## src/rtl/bip_tx_report_pkg.sv

```systemverilog
// Shared definitions for the BIP result-reporting stage: frame layout,
// FSM state encoding and a byte-select helper for the flat frame register.
package bip_tx_report_pkg;

  localparam logic [7:0] HEADER    = 8'hA5;
  localparam int         FRAME_LEN = 7;
  localparam int         BYTE_W    = 8;
  localparam int         FRAME_W   = FRAME_LEN * BYTE_W;
  localparam int         IDX_W     = $clog2(FRAME_LEN);

  localparam logic [IDX_W-1:0] LAST_IDX = IDX_W'(FRAME_LEN - 1);

  typedef enum logic [1:0] {
    ST_IDLE = 2'd0,
    ST_SEND = 2'd1,
    ST_WAIT = 2'd2,
    ST_DONE = 2'd3
  } state_e;

  // Byte 0 sits in the least significant byte of the flat frame.
  function automatic logic [BYTE_W-1:0] frame_byte(input logic [FRAME_W-1:0] frame,
                                                   input logic [IDX_W-1:0]   idx);
    return frame[{idx, 3'b000} +: BYTE_W];
  endfunction

endpackage

```

## src/rtl/bip_cycle_counter.sv

```systemverilog
// Saturating up-counter with enable and asynchronous active-low clear;
// it stops at all-ones instead of wrapping.
module bip_cycle_counter
  import bip_tx_report_pkg::*;
#(
  parameter int NB_CYCLE = 16
) (
  input  logic                i_clock,
  input  logic                i_clear_n,
  input  logic                i_enable,
  output logic [NB_CYCLE-1:0] o_count
);

  logic [NB_CYCLE-1:0] count_q;
  logic [NB_CYCLE-1:0] count_d;

  // Next count: hold at all-ones once reached.
  always_comb begin
    count_d = count_q;
    if (i_enable && (count_q != {NB_CYCLE{1'b1}})) begin
      count_d = count_q + {{(NB_CYCLE-1){1'b0}}, 1'b1};
    end else begin
      count_d = count_q;
    end
  end

  // Count register.
  always_ff @(posedge i_clock or negedge i_clear_n) begin
    if (!i_clear_n) begin
      count_q <= {NB_CYCLE{1'b0}};
    end else begin
      count_q <= count_d;
    end
  end

  assign o_count = count_q;

endmodule

```

## src/rtl/bip_tx_report.sv

```systemverilog
// Captures accumulator, PC and run length when the BIP processor halts and
// streams them to the UART TX as one fixed 7-byte frame per run.
module bip_tx_report
  import bip_tx_report_pkg::*;
#(
  parameter int NB_INSTRUCTION = 16,
  parameter int NB_ADDR        = 11,
  parameter int NB_DATA        = 8,
  parameter int NB_CYCLE       = 16
) (
  input  logic                      i_clock,
  input  logic                      i_reset,
  input  logic                      i_halt,
  input  logic [NB_INSTRUCTION-1:0] i_acc,
  input  logic [NB_ADDR-1:0]        i_pc,
  input  logic                      i_tx_done,
  output logic                      o_tx_start,
  output logic [NB_DATA-1:0]        o_tx_data,
  output logic                      o_busy,
  output logic                      o_done
);

  localparam int PC_PAD = NB_INSTRUCTION - NB_ADDR;

  state_e              state_q, state_d;
  logic [IDX_W-1:0]    idx_q, idx_d;
  logic [FRAME_W-1:0]  frame_q, frame_d;
  logic                tx_start_q, tx_start_d;
  logic [NB_DATA-1:0]  tx_data_q, tx_data_d;
  logic                busy_q, busy_d;
  logic                done_q, done_d;
  logic [NB_CYCLE-1:0] cycle_s;
  logic                count_en_s;

  assign count_en_s = (state_q == ST_IDLE) && !i_halt;

  bip_cycle_counter #(
    .NB_CYCLE (NB_CYCLE)
  ) u_cycle_counter (
    .i_clock   (i_clock),
    .i_clear_n (i_reset),
    .i_enable  (count_en_s),
    .o_count   (cycle_s)
  );

  // Next-state logic; outputs are derived from the next state so they register cleanly.
  always_comb begin
    state_d = state_q;
    idx_d   = idx_q;
    frame_d = frame_q;
    case (state_q)
      ST_IDLE: begin
        if (i_halt) begin
          frame_d = {cycle_s, {PC_PAD{1'b0}}, i_pc, i_acc, HEADER};
          idx_d   = {IDX_W{1'b0}};
          state_d = ST_SEND;
        end else begin
          state_d = ST_IDLE;
        end
      end
      ST_SEND: state_d = ST_WAIT;
      ST_WAIT: begin
        if (!i_tx_done) begin
          state_d = ST_WAIT;
        end else if (idx_q == LAST_IDX) begin
          state_d = ST_DONE;
        end else begin
          idx_d   = idx_q + {{(IDX_W-1){1'b0}}, 1'b1};
          state_d = ST_SEND;
        end
      end
      ST_DONE: state_d = ST_DONE;
      default: state_d = ST_IDLE;
    endcase

    tx_start_d = (state_d == ST_SEND);
    busy_d     = (state_d == ST_SEND) || (state_d == ST_WAIT);
    done_d     = (state_d == ST_DONE);
    if (tx_start_d) begin
      tx_data_d = frame_byte(frame_d, idx_d);
    end else begin
      tx_data_d = tx_data_q;
    end
  end

  // State, frame and output registers; reset abandons any partial frame.
  always_ff @(posedge i_clock or negedge i_reset) begin
    if (!i_reset) begin
      state_q    <= ST_IDLE;
      idx_q      <= {IDX_W{1'b0}};
      frame_q    <= {FRAME_W{1'b0}};
      tx_start_q <= 1'b0;
      tx_data_q  <= {NB_DATA{1'b0}};
      busy_q     <= 1'b0;
      done_q     <= 1'b0;
    end else begin
      state_q    <= state_d;
      idx_q      <= idx_d;
      frame_q    <= frame_d;
      tx_start_q <= tx_start_d;
      tx_data_q  <= tx_data_d;
      busy_q     <= busy_d;
      done_q     <= done_d;
    end
  end

  assign o_tx_start = tx_start_q;
  assign o_tx_data  = tx_data_q;
  assign o_busy     = busy_q;
  assign o_done     = done_q;

endmodule

```

## config.mk

```make
export PLATFORM = sky130hd
export DESIGN_NAME = bip_tx_report
export DESIGN_NICKNAME = d
export VERILOG_FILES = /design/src/rtl/bip_tx_report_pkg.sv /design/src/rtl/bip_cycle_counter.sv /design/src/rtl/bip_tx_report.sv
export SDC_FILE = /design/constraint.sdc
export NUM_CORES = 1
export LEC_CHECK = 0
export ABC_AREA = 0
export BUFFER_PORTS_ARGS = -buffer_cell sky130_fd_sc_hd__buf_2
export CAP_MARGIN = 20
export CORE_MARGIN = 2
export CORE_UTILIZATION = 53
export CTS_CLUSTER_DIAMETER = 40
export DETAILED_ROUTE_END_ITERATION = 8
export PLACE_DENSITY_LB_ADDON = 0.3
export SYNTH_ARGS = -nofsm -noshare
export SYNTH_HDL_FRONTEND = slang
export SYNTH_SLANG_ARGS = --single-unit
export TNS_END_PERCENT = 50
```

## constraint.sdc

```tcl
create_clock -name i_clock -period 3.1 [get_ports i_clock]
set_input_delay 0.31 -clock i_clock [delete_from_list [all_inputs] [get_ports i_clock]]
set_output_delay 0.31 -clock i_clock [all_outputs]
set_load 0.05 [all_outputs]
```

==> results of run 1 <==
-- layout by cell type, fill, tap and decap left out, types with 3 or more instances in the layout --
cell and n:
nand4_1 15, and3_1 7, nor2b_1 6, bufinv_16 3
inv_1 7, clkbuf_8 9, o211a_1 3, nand2b_1 15
dfrtp_1 88, a22oi_1 4, nand2_1 127, buf_2 40
and2_1 12, a211oi_1 8, mux2i_1 10, o21ai_0 13
nand3_1 17, mux2_2 8, buf_4 11, o221a_2 3
xnor2_1 13, nor2_1 12, ha_1 5, o221ai_1 5
-- cell type report --
class                   instances  area (sq um)  area share (%)
well taps                     105           131            2.68
flip-flops and latches         88          2200            44.9
repair buffers                 53           320            6.53
inverters                       8          30.0           0.612
multi-input cells             327          1980            40.3
clock inverters                 7           120            2.45
clock buffers                   9           124            2.53
-- worst min-delay path, cell delays in order --
cell and delay, ps:
buf_2 70, nand2_1 40, nand2_1 40
-- final timing paths --
kind	start	to	slack, ps	cells past startpoint
worst max-delay path	idx_q[0]$_DFF_PN0_	o_tx_data[4]$_DFFE_PN0P_	560	10
worst min-delay path	i_acc[4]	frame_q[12]$_DFF_PN0_	120	3
worst max register to register	idx_q[0]$_DFF_PN0_	o_tx_data[4]$_DFFE_PN0P_	560	10
worst min register to register	frame_q[0]$_DFF_PN0_	frame_q[0]$_DFF_PN0_	480	1
max in group asynchronous	i_reset	frame_q[14]$_DFF_PN0_	2020	3
min in group asynchronous	i_reset	u_cycle_counter.o_count[2]$_DFFE_PN0P_	470	2
-- Yosys cell counts, drive strengths merged (3+ instances only) --
cell / n
a211oi: 9
a22oi: 4
and2: 12
and3: 7
buf: 14
clkbuf: 12
dfrtp: 88
ha: 5
inv: 8
mux2: 8
mux2i: 10
nand2: 127
nand2b: 15
nand3: 17
nand4: 15
nor2: 12
nor2b: 6
nor3b: 3
o211a: 3
o21ai: 17
o221a: 5
o221ai: 5
xnor2: 13
-- power by group --
group / total (uW) / switching (uW) / internal [uW]
registers: 1720 / 260 / 1460
clock network: 955 / 419 / 536
logic: 1540 / 978 / 563
-- stage by stage --
step / worst slack (ps) / total power, uW / std cells / area, sq um
global placement: 702 / 3220 / 579 / 4620
finish: 557 / 4220 / 597 / 4900
detailed placement: 586 / 3270 / 579 / 4620
CTS: 588 / 4220 / 595 / 4870
global route: 382 / 4470 / 597 / 4900
floorplan: 62.1 / 2850 / 449 / 4350
-- registers in the layout, indices dropped and copies added (netlist names) --
| name | cells |
|---|---|
| o_tx_data | 8 |
| o_tx_start | 1 |
| idx_q | 3 |
| u_cycle_counter.o_count | 16 |
| frame_q | 56 |
| o_busy | 1 |
| state_q | 2 |
| o_done | 1 |
-- what timing repair did --
item,in CTS,in global routing
setup endpoints to repair,0,0
hold buffers,0,1
endpoints found under the hold margin,0,38
-- cell families (layout without fill, tap and decap cells) --
kind of cell / count (synthesis) / count (layout) / share of synthesized area (%)
compound gates: 61 / 61 / 11.5
mux: 18 / 18 / 4.37
fa+ha+maj: 5 / 5 / 1.44
simple gates: 228 / 228 / 25.2
xor+xnor: 15 / 15 / 3.02
buf+inv: 34 / 77 / 3.88
flops: 88 / 88 / 50.6
-- layer usage --
metal  routed length [microns]  part of all wire [%]  track usage [%]  up-vias
met1                      4530                    45             34.9     1659
met3                       493                   4.9             3.67       30
met4                       295                   3.0             11.4        0
met5                         0                     0                0        -
li1                          -                     -                -     1637
met2                      4660                    47             37.0      103
==> impl_metrics.ini, run 1 <==
[status]
outcome = complete, no violations

[pwr]
power.leakage_uw = 0.00234
p_per_area_nw_per_um2 = 860
ir_worst_vdd_mv = 0.470

[synth]
synth_nets = 485
async_flop_share_pct = 100
ys_warn_count = 0
netlist_instances = 449
synth.distinct_cells = 57
netlist_area_sq_um = 4350
ys_top_cells_by_area = dfrtp_1 (51%), nand2_1 (11%), xnor2_1 (2.6%)
yosys.area.top_type = dfrtp_1
synth_enable_flop_cells = 0
postSynthAreaPerCell_sq_um = 9.68
yosys.area.top_type_share_pct = 50.6
ys.flop_type = dfrtp_1
synth_seq_cells = 88
yosysSeqAreaShare_pct = 50.6

[sta]
setup_violations = 0
final.period_utilization_pct = 82.0
rsz0062_at_grt = false
hold_ws_ps = 123
max_slew_margin_pct = 51.9
skew_ps = 8.05
slew_violations = 0
hold_viol_final = 0
setup_tns_ps = 0
fmax_ghz = 0.393
period_minus_slack_ps = 2540
worst_pin_slew_ps = 719

[placed_design]
io_buffers = 41
place_congestion = 0.886
hpwlAfterDp_mm = 6.61

[floorplan]
die_area_sq_um = 8940
rows = 33
io_pins = 42
coreArea_sq_um = 8090
die_h_microns = 94.6
start_util_pct = 53.7
die_w_microns = 94.6

[routing]
routed_wl_mm = 9.98
remaining_drc_errors = 0
detail_route.wl_per_cell_microns = 16.7
route.vias.total = 3429
firstDrtPassIters = 6
viasPerCell = 5.74
drt_iter0_drc = 427
antenna_left = 0

[critical_path]
cp-start-kind = register
cp_data_required_time_ps = 3360
path_cells = inv_1 -> ha_1 -> nand2_1 -> buf_4 -> nand2_1 -> a21oi_1 -> ha_1 -> o21a_1 -> o221ai_1 -> o221a_2
arrival_ps = 2800
path_class = reg -> reg
worstPathMaxFanout = 11
cp_slowest_cell = ha_1
worstPathBufferInverterCount = 2
endpoint_kind = register
path_delay_family = compound AO/OA/AOI/OAI gates
slowest_delay_ps = 440

[cells_and_area]
drive_gt1_share_pct = 18.1
n_fill_cell = 719
utilization_pct = 60.6
nets = 523
area_growth_pct = 12.8
diodes = 0

[clock_tree]
clk_pin_slew_worst_paths_ps = 90
tritoncts = yes
cts_root_buffer = clkbuf_8
htreeDepth = 3
clock-sinks = 88
post_cts_buffers = 0
cts_made_buffers = 9
clockBufferDepth = 2
cts_resized = 0
clk_latency_ps = 370

[global_routing]
grt_pass1_wl_mm = 16.7
track_usage_pct = 24.5
grt_max_degree = 89
antenna_found_initial = 0
grt_overflow = 0
grt_pass1_vias = 3400

[flow_run]
drv_cap = 0

[hold_path]
hold_path.class = in -> reg
Note: power is estimated with default switching activity, not from simulation.
==> run 2: changes to the inputs <==
--- a/config.mk
+++ b/config.mk
@@ -9,7 +9,7 @@
 export BUFFER_PORTS_ARGS = -buffer_cell sky130_fd_sc_hd__buf_2
 export CAP_MARGIN = 20
 export CORE_MARGIN = 2
-export CORE_UTILIZATION = 53
+export CORE_UTILIZATION = 59
 export CTS_CLUSTER_DIAMETER = 40
 export DETAILED_ROUTE_END_ITERATION = 8
 export PLACE_DENSITY_LB_ADDON = 0.3
==> constraint.sdc (replaced) <==
create_clock -name i_clock -period 2.35 [get_ports i_clock]
set_input_delay 0.235 -clock i_clock [delete_from_list [all_inputs] [get_ports i_clock]]
set_output_delay 0.235 -clock i_clock [all_outputs]
set_load 0.05 [all_outputs]
==> run 2 against run 1 <==
Compared with the run above: final cell count is 1.3% higher; setup slack worse by 440 ps; non-clock buffer count is 14 higher; first-iteration DRC count is 37% lower; critical path depth is 3 lower; sequential share of layout area is 1.4 points lower; combinational power is 45% higher; register-to-register slack worse by 440 ps; sequential power is 32% higher; power is 36% higher.
==> impl_metrics.ini, run 2 (same netlist as run 1, synthesis figures left out) <==
[floorplan]
io_pins = 42
coreArea_sq_um = 7180
die_w_microns = 89.8
die_h_microns = 89.8
start_util_pct = 60.6
die_area_sq_um = 8070
rows = 31

[critical_path]
path_delay_family = compound AO/OA/AOI/OAI gates
worstPathMaxFanout = 14
endpoint_kind = register
path_cells = buf_4 -> o21bai_1 -> a221oi_4 -> clkinv_2 -> mux2i_1 -> o221a_2 -> a211oi_2
path_class = reg -> reg
cp-start-kind = register
rr_worst_depth = 7
worstPathBufferInverterCount = 2
slowest_delay_ps = 410
worstSetupPathDepth = 7
cp_data_required_time_ps = 2640
cp_slowest_cell = dfrtp_1
arrival_ps = 2520

[cells_and_area]
diodes = 0
layout_common_cells = nand2_1 (126), dfrtp_1 (88), buf_2 (40)
stdcell_area_sq_um = 5070
layout_commonest_cell = nand2_1
drive_gt1_share_pct = 21.3
n_fill_cell = 520
area_growth_pct = 16.5
nets = 537
largest_reg_flops = 56
top_register = frame_q

[sta]
final.period_utilization_pct = 95.2
setup_tns_ps = 0
worst_pin_slew_ps = 512
max_slew_margin_pct = 65.4
fmax_ghz = 0.447
slew_violations = 0
period_minus_slack_ps = 2240
skew_ps = 8.12
setup_violations = 0
worst_slack_ps = 113
hold_ws_ps = 50.2
hold_viol_final = 0

[clock_tree]
clk_pin_slew_worst_paths_ps = 90
clk_latency_ps = 370
tritoncts = yes
cts_made_buffers = 9
htreeDepth = 3
clock-sinks = 88
clockBufferDepth = 2
cts_root_buffer = clkbuf_8

[pwr]
p_per_area_nw_per_um2 = 1140
seq_power_share_pct = 39.5
ir_worst_vdd_mv = 0.687
total_power_uw = 5750
p_int_uw = 3470
power_frac_clock_pct = 21.6
combPwrFrac_pct = 38.9
power.leakage_uw = 0.00242
switching_power_uw = 2280
switching_share_pct = 39.7

[global_routing]
grt_max_degree = 42
antenna_found_initial = 0
grt_overflow = 0
grt_pass1_vias = 3542
grt_pass1_wl_mm = 17.9
track_usage_pct = 27.8

[routing]
viasPerCell = 5.90
route.vias.total = 3570
drt_iter0_drc = 269
routed_wl_mm = 10.7
firstDrtPassIters = 5
antenna_left = 0
detail_route.wl_per_cell_microns = 17.7
remaining_drc_errors = 0

[status]
outcome = complete, no violations

[flow_run]
drv_cap = 0

[placed_design]
hpwlAfterDp_mm = 7.04
place_area_sq_um = 4750
io_buffers = 41
place_congestion = 0.917
place_ws_ps = 112

[hold_path]
hold_depth = 3
hold_path.class = in -> reg
==> run 2: final timing paths <==
path | startpoint | endpoint | slack [ps]
setup / recovery | state_q[0]$_DFF_PN0_ | o_tx_data[1]$_DFFE_PN0P_ | 110
hold / removal | i_pc[6] | frame_q[30]$_DFF_PN0_ | 50
setup reg to reg | state_q[0]$_DFF_PN0_ | o_tx_data[1]$_DFFE_PN0P_ | 110
hold reg to reg | frame_q[29]$_DFF_PN0_ | frame_q[29]$_DFF_PN0_ | 490
max in group asynchronous | i_reset | u_cycle_counter.o_count[4]$_DFFE_PN0P_ | 1410
min in group asynchronous | i_reset | u_cycle_counter.o_count[9]$_DFFE_PN0P_ | 340
==> run 2: area by class of cell <==
class | count | area (sq um) | share of cell area, %
Multi-Input combinational cell | 327 | 2030 | 40.0
Clock buffer | 10 | 128 | 2.52
Clock inverter | 6 | 108 | 2.12
Timing Repair Buffer | 67 | 448 | 8.84
Inverter | 8 | 31.3 | 0.617
Sequential cell | 88 | 2200 | 43.5
Tap cell | 99 | 124 | 2.44
==> run 2: metrics by stage <==
| step | instances | util (%) |
|---|---|---|
| floorplan | 449 | - |
| global placement | 584 | 66.3 |
| detailed placement | 584 | 66.3 |
| CTS | 601 | 69.7 |
| global route | 605 | 70.6 |
| finish | 605 | 70.6 |
==> run 2: timing repair <==
item	4_1_cts	5_1_grt
endpoints found under the setup margin	0	8
hold endpoints to repair	28	0
gates resized for setup	0	6
buffers inserted	0	3
hold buffers	1	0
==> run 2: routing by layer <==
metal / vias to the layer above / GRT usage (%) / wire [microns] / part of all wire (%)
li1: 1652 / - / - / -
met1: 1727 / 38.9 / 4720 / 44
met2: 160 / 43.3 / 4920 / 46
met3: 31 / 5.53 / 744 / 6.9
met4: 0 / 10.5 / 337 / 3.1
met5: - / 0 / 0 / 0
==> run 2: worst register-to-register path: cells and delay by family (launching register included) <==
family,cells,cell delay (ps)
multiplexers,1,210
buffers and inverters,2,500
flip-flops,1,410
AO/OA/AOI/OAI,4,1040
==> run 2: power by group through the flow <==
stage	combinational (uW)	clock (uW)	sequential, uW
3_3_place_gp	2100	0	2260
2_1_floorplan	1330	0	2460
6_report	2240	1240	2270
4_1_cts	2180	1260	2260
5_1_grt	2440	1340	2330
3_5_place_dp	2140	0	2290
==> run 3: changes to the inputs <==
--- a/config.mk
+++ b/config.mk
@@ -9,7 +9,8 @@
 export BUFFER_PORTS_ARGS = -buffer_cell sky130_fd_sc_hd__buf_2
 export CAP_MARGIN = 20
 export CORE_MARGIN = 2
-export CORE_UTILIZATION = 59
+export CORE_UTILIZATION = 61
+export CTS_BUF_LIST = sky130_fd_sc_hd__clkbuf_8
 export CTS_CLUSTER_DIAMETER = 40
 export DETAILED_ROUTE_END_ITERATION = 8
 export PLACE_DENSITY_LB_ADDON = 0.3
==> run 3 against run 2 <==
Compared with the run above: setup slack got worse by 50 ps; register-to-register slack got worse by 50 ps; non-clock buffer count decreased by 5; wire length down 4.1%; utilization is 2.7 points higher; combinational power barely moved; sequential share of layout area rose by 0.51 points; global-route usage up 0.58 points; final cell count is 1.3% lower; critical endpoint unchanged; largest power group unchanged.
==> impl_metrics.ini, run 3 (same netlist as run 1, synthesis figures left out) <==
[status]
outcome = complete, no violations

[cells_and_area]
top_register = frame_q
n_fill_cell = 537
diodes = 0
seqCellArea_sq_um = 2200
multi_input_area_sq_um = 2030
fin_cells = 597
largest_reg_flops = 56
drive_gt1_share_pct = 21.0
layout_common_cells = nand2_1 (126), dfrtp_1 (88), buf_2 (40)
area_growth_pct = 15.2
nets = 532
layout_commonest_cell = nand2_1

[sta]
fmax_ghz = 0.437
setup_violations = 0
slew_violations = 0
worst_slack_ps = 63.5
max_slew_margin_pct = 51.6
hold_viol_final = 0
worst_pin_slew_ps = 723
hold_ws_ps = 50.9
final.period_utilization_pct = 97.3
skew_ps = 19.2
period_minus_slack_ps = 2290

[routing]
remaining_drc_errors = 0
firstDrtPassIters = 5
drt_iter0_drc = 360
routed_wl_mm = 10.3
viasPerCell = 5.91
detail_route.wl_per_cell_microns = 17.2
route.vias.total = 3530
antenna_left = 0

[global_routing]
grt_pass1_wl_mm = 16.6
antenna_found_initial = 0
track_usage_pct = 28.4
grt_overflow = 0
grt_pass1_vias = 3360
grt_max_degree = 47

[clock_tree]
clockBufferDepth = 2
clk_pin_slew_worst_paths_ps = 100
htreeDepth = 3
clk_latency_ps = 370
cts_made_buffers = 9
cts_root_buffer = clkbuf_8
clock-sinks = 88
tritoncts = yes

[pwr]
total_power_uw = 5650
power.leakage_uw = 0.00239
p_per_area_nw_per_um2 = 1130
seq_power_share_pct = 39.9
switching_share_pct = 40.4
ir_worst_vdd_mv = 0.727
switching_power_uw = 2280
combPwrFrac_pct = 39.6
power_frac_clock_pct = 20.5
p_int_uw = 3370

[critical_path]
worstPathBufferInverterCount = 2
path_class = reg -> reg
cp_data_required_time_ps = 2630
slowest_delay_ps = 410
crit_path_frequent_cell = nand3_1
worstSetupPathDepth = 8
worstPathMaxFanout = 9
cp_slowest_cell = dfrtp_1
endpoint_kind = register
r2r-end = o_tx_data[1]$_DFFE_PN0P_
rr_worst_depth = 8
path_cells = inv_1 -> ha_1 -> nand2_1 -> buf_4 -> nand3_1 -> nand3_1 -> o221a_2 -> a211oi_2
arrival_ps = 2560
path_delay_family = simple AND/OR/NAND/NOR gates
worst-r2r-setup-slack_ps = 60
cp-start-kind = register
r2r_start = idx_q[0]$_DFF_PN0_

[placed_design]
dp_cells = 579
place_ws_ps = 90.0
place_congestion = 0.953
io_buffers = 41
hpwlAfterDp_mm = 7.08

[hold_path]
min_to = frame_q[16]$_DFF_PN0_
hold_depth = 3
hold_path.class = in -> reg
holdCritStartpoint = i_acc[8]

[floorplan]
rows = 30
io_pins = 42
die_h_microns = 88.4
die_area_sq_um = 7820
start_util_pct = 63.6
die_w_microns = 88.4
coreArea_sq_um = 6830

[flow_run]
drv_cap = 0
run 3: layout make-up:
type                    count  area share (%)
well taps                  96            2.40
clock buffers               9            2.47
multi-input cells         327            40.5
flip-flops and latches     88            44.0
inverters                   8           0.650
repair buffers             62            8.09
clock inverters             7            1.90
run 3: worst register-to-register path, stage by stage (launching register included):
cell,delay [ps]
dfrtp_1,410
inv_1,190
ha_1,220
nand2_1,80
buf_4,180
nand3_1,300
nand3_1,270
o221a_2,370
a211oi_2,180
run 3: per-layer routing:
metal	GRT usage [%]	up-vias	wire [microns]
met5	0	-	0
met4	15.4	0	361
met3	4.57	27	576
met1	39.7	1718	4540
met2	42.6	139	4790
li1	-	1646	-
run 3: per-stage QoR:
step	TNS [ps]	utilization [%]	area, sq um
after detailed placement	0	69.5	4750
after CTS	0	72.9	4980
after floorplan	-44.4	-	4410
after global routing	-34.7	73.3	5010
after global placement	0	69.5	4750
final	0	73.3	5010
run 3: timing repair:
action | CTS | global route
setup endpoints to repair | 0 | 7
hold buffers | 1 | 0
buffers inserted | 0 | 1
resized for setup | 0 | 7
hold endpoints to repair | 42 | 0
run 3: how the worst max path moves through the flow:
stage	start	endpoint	slack, ps
global route	idx_q[0]$_DFF_PN0_	o_tx_data[1]$_DFFE_PN0P_	-30
detailed placement	idx_q[0]$_DFF_PN0_	o_tx_data[2]$_DFFE_PN0P_	90
floorplan	state_q[1]$_DFF_PN0_	o_tx_data[4]$_DFFE_PN0P_	-40
finish	idx_q[0]$_DFF_PN0_	o_tx_data[1]$_DFFE_PN0P_	60
CTS	idx_q[0]$_DFF_PN0_	o_tx_data[2]$_DFFE_PN0P_	60
global placement	idx_q[0]$_DFF_PN0_	o_tx_data[2]$_DFFE_PN0P_	200
run 3: power groups by stage:
stage	logic, uW	clock network [uW]	registers (uW)
final	2230	1160	2250
after global routing	2430	1230	2300
after CTS	2170	1170	2250
after detailed placement	2130	0	2270
after global placement	2070	0	2260
after floorplan	1330	0	2460
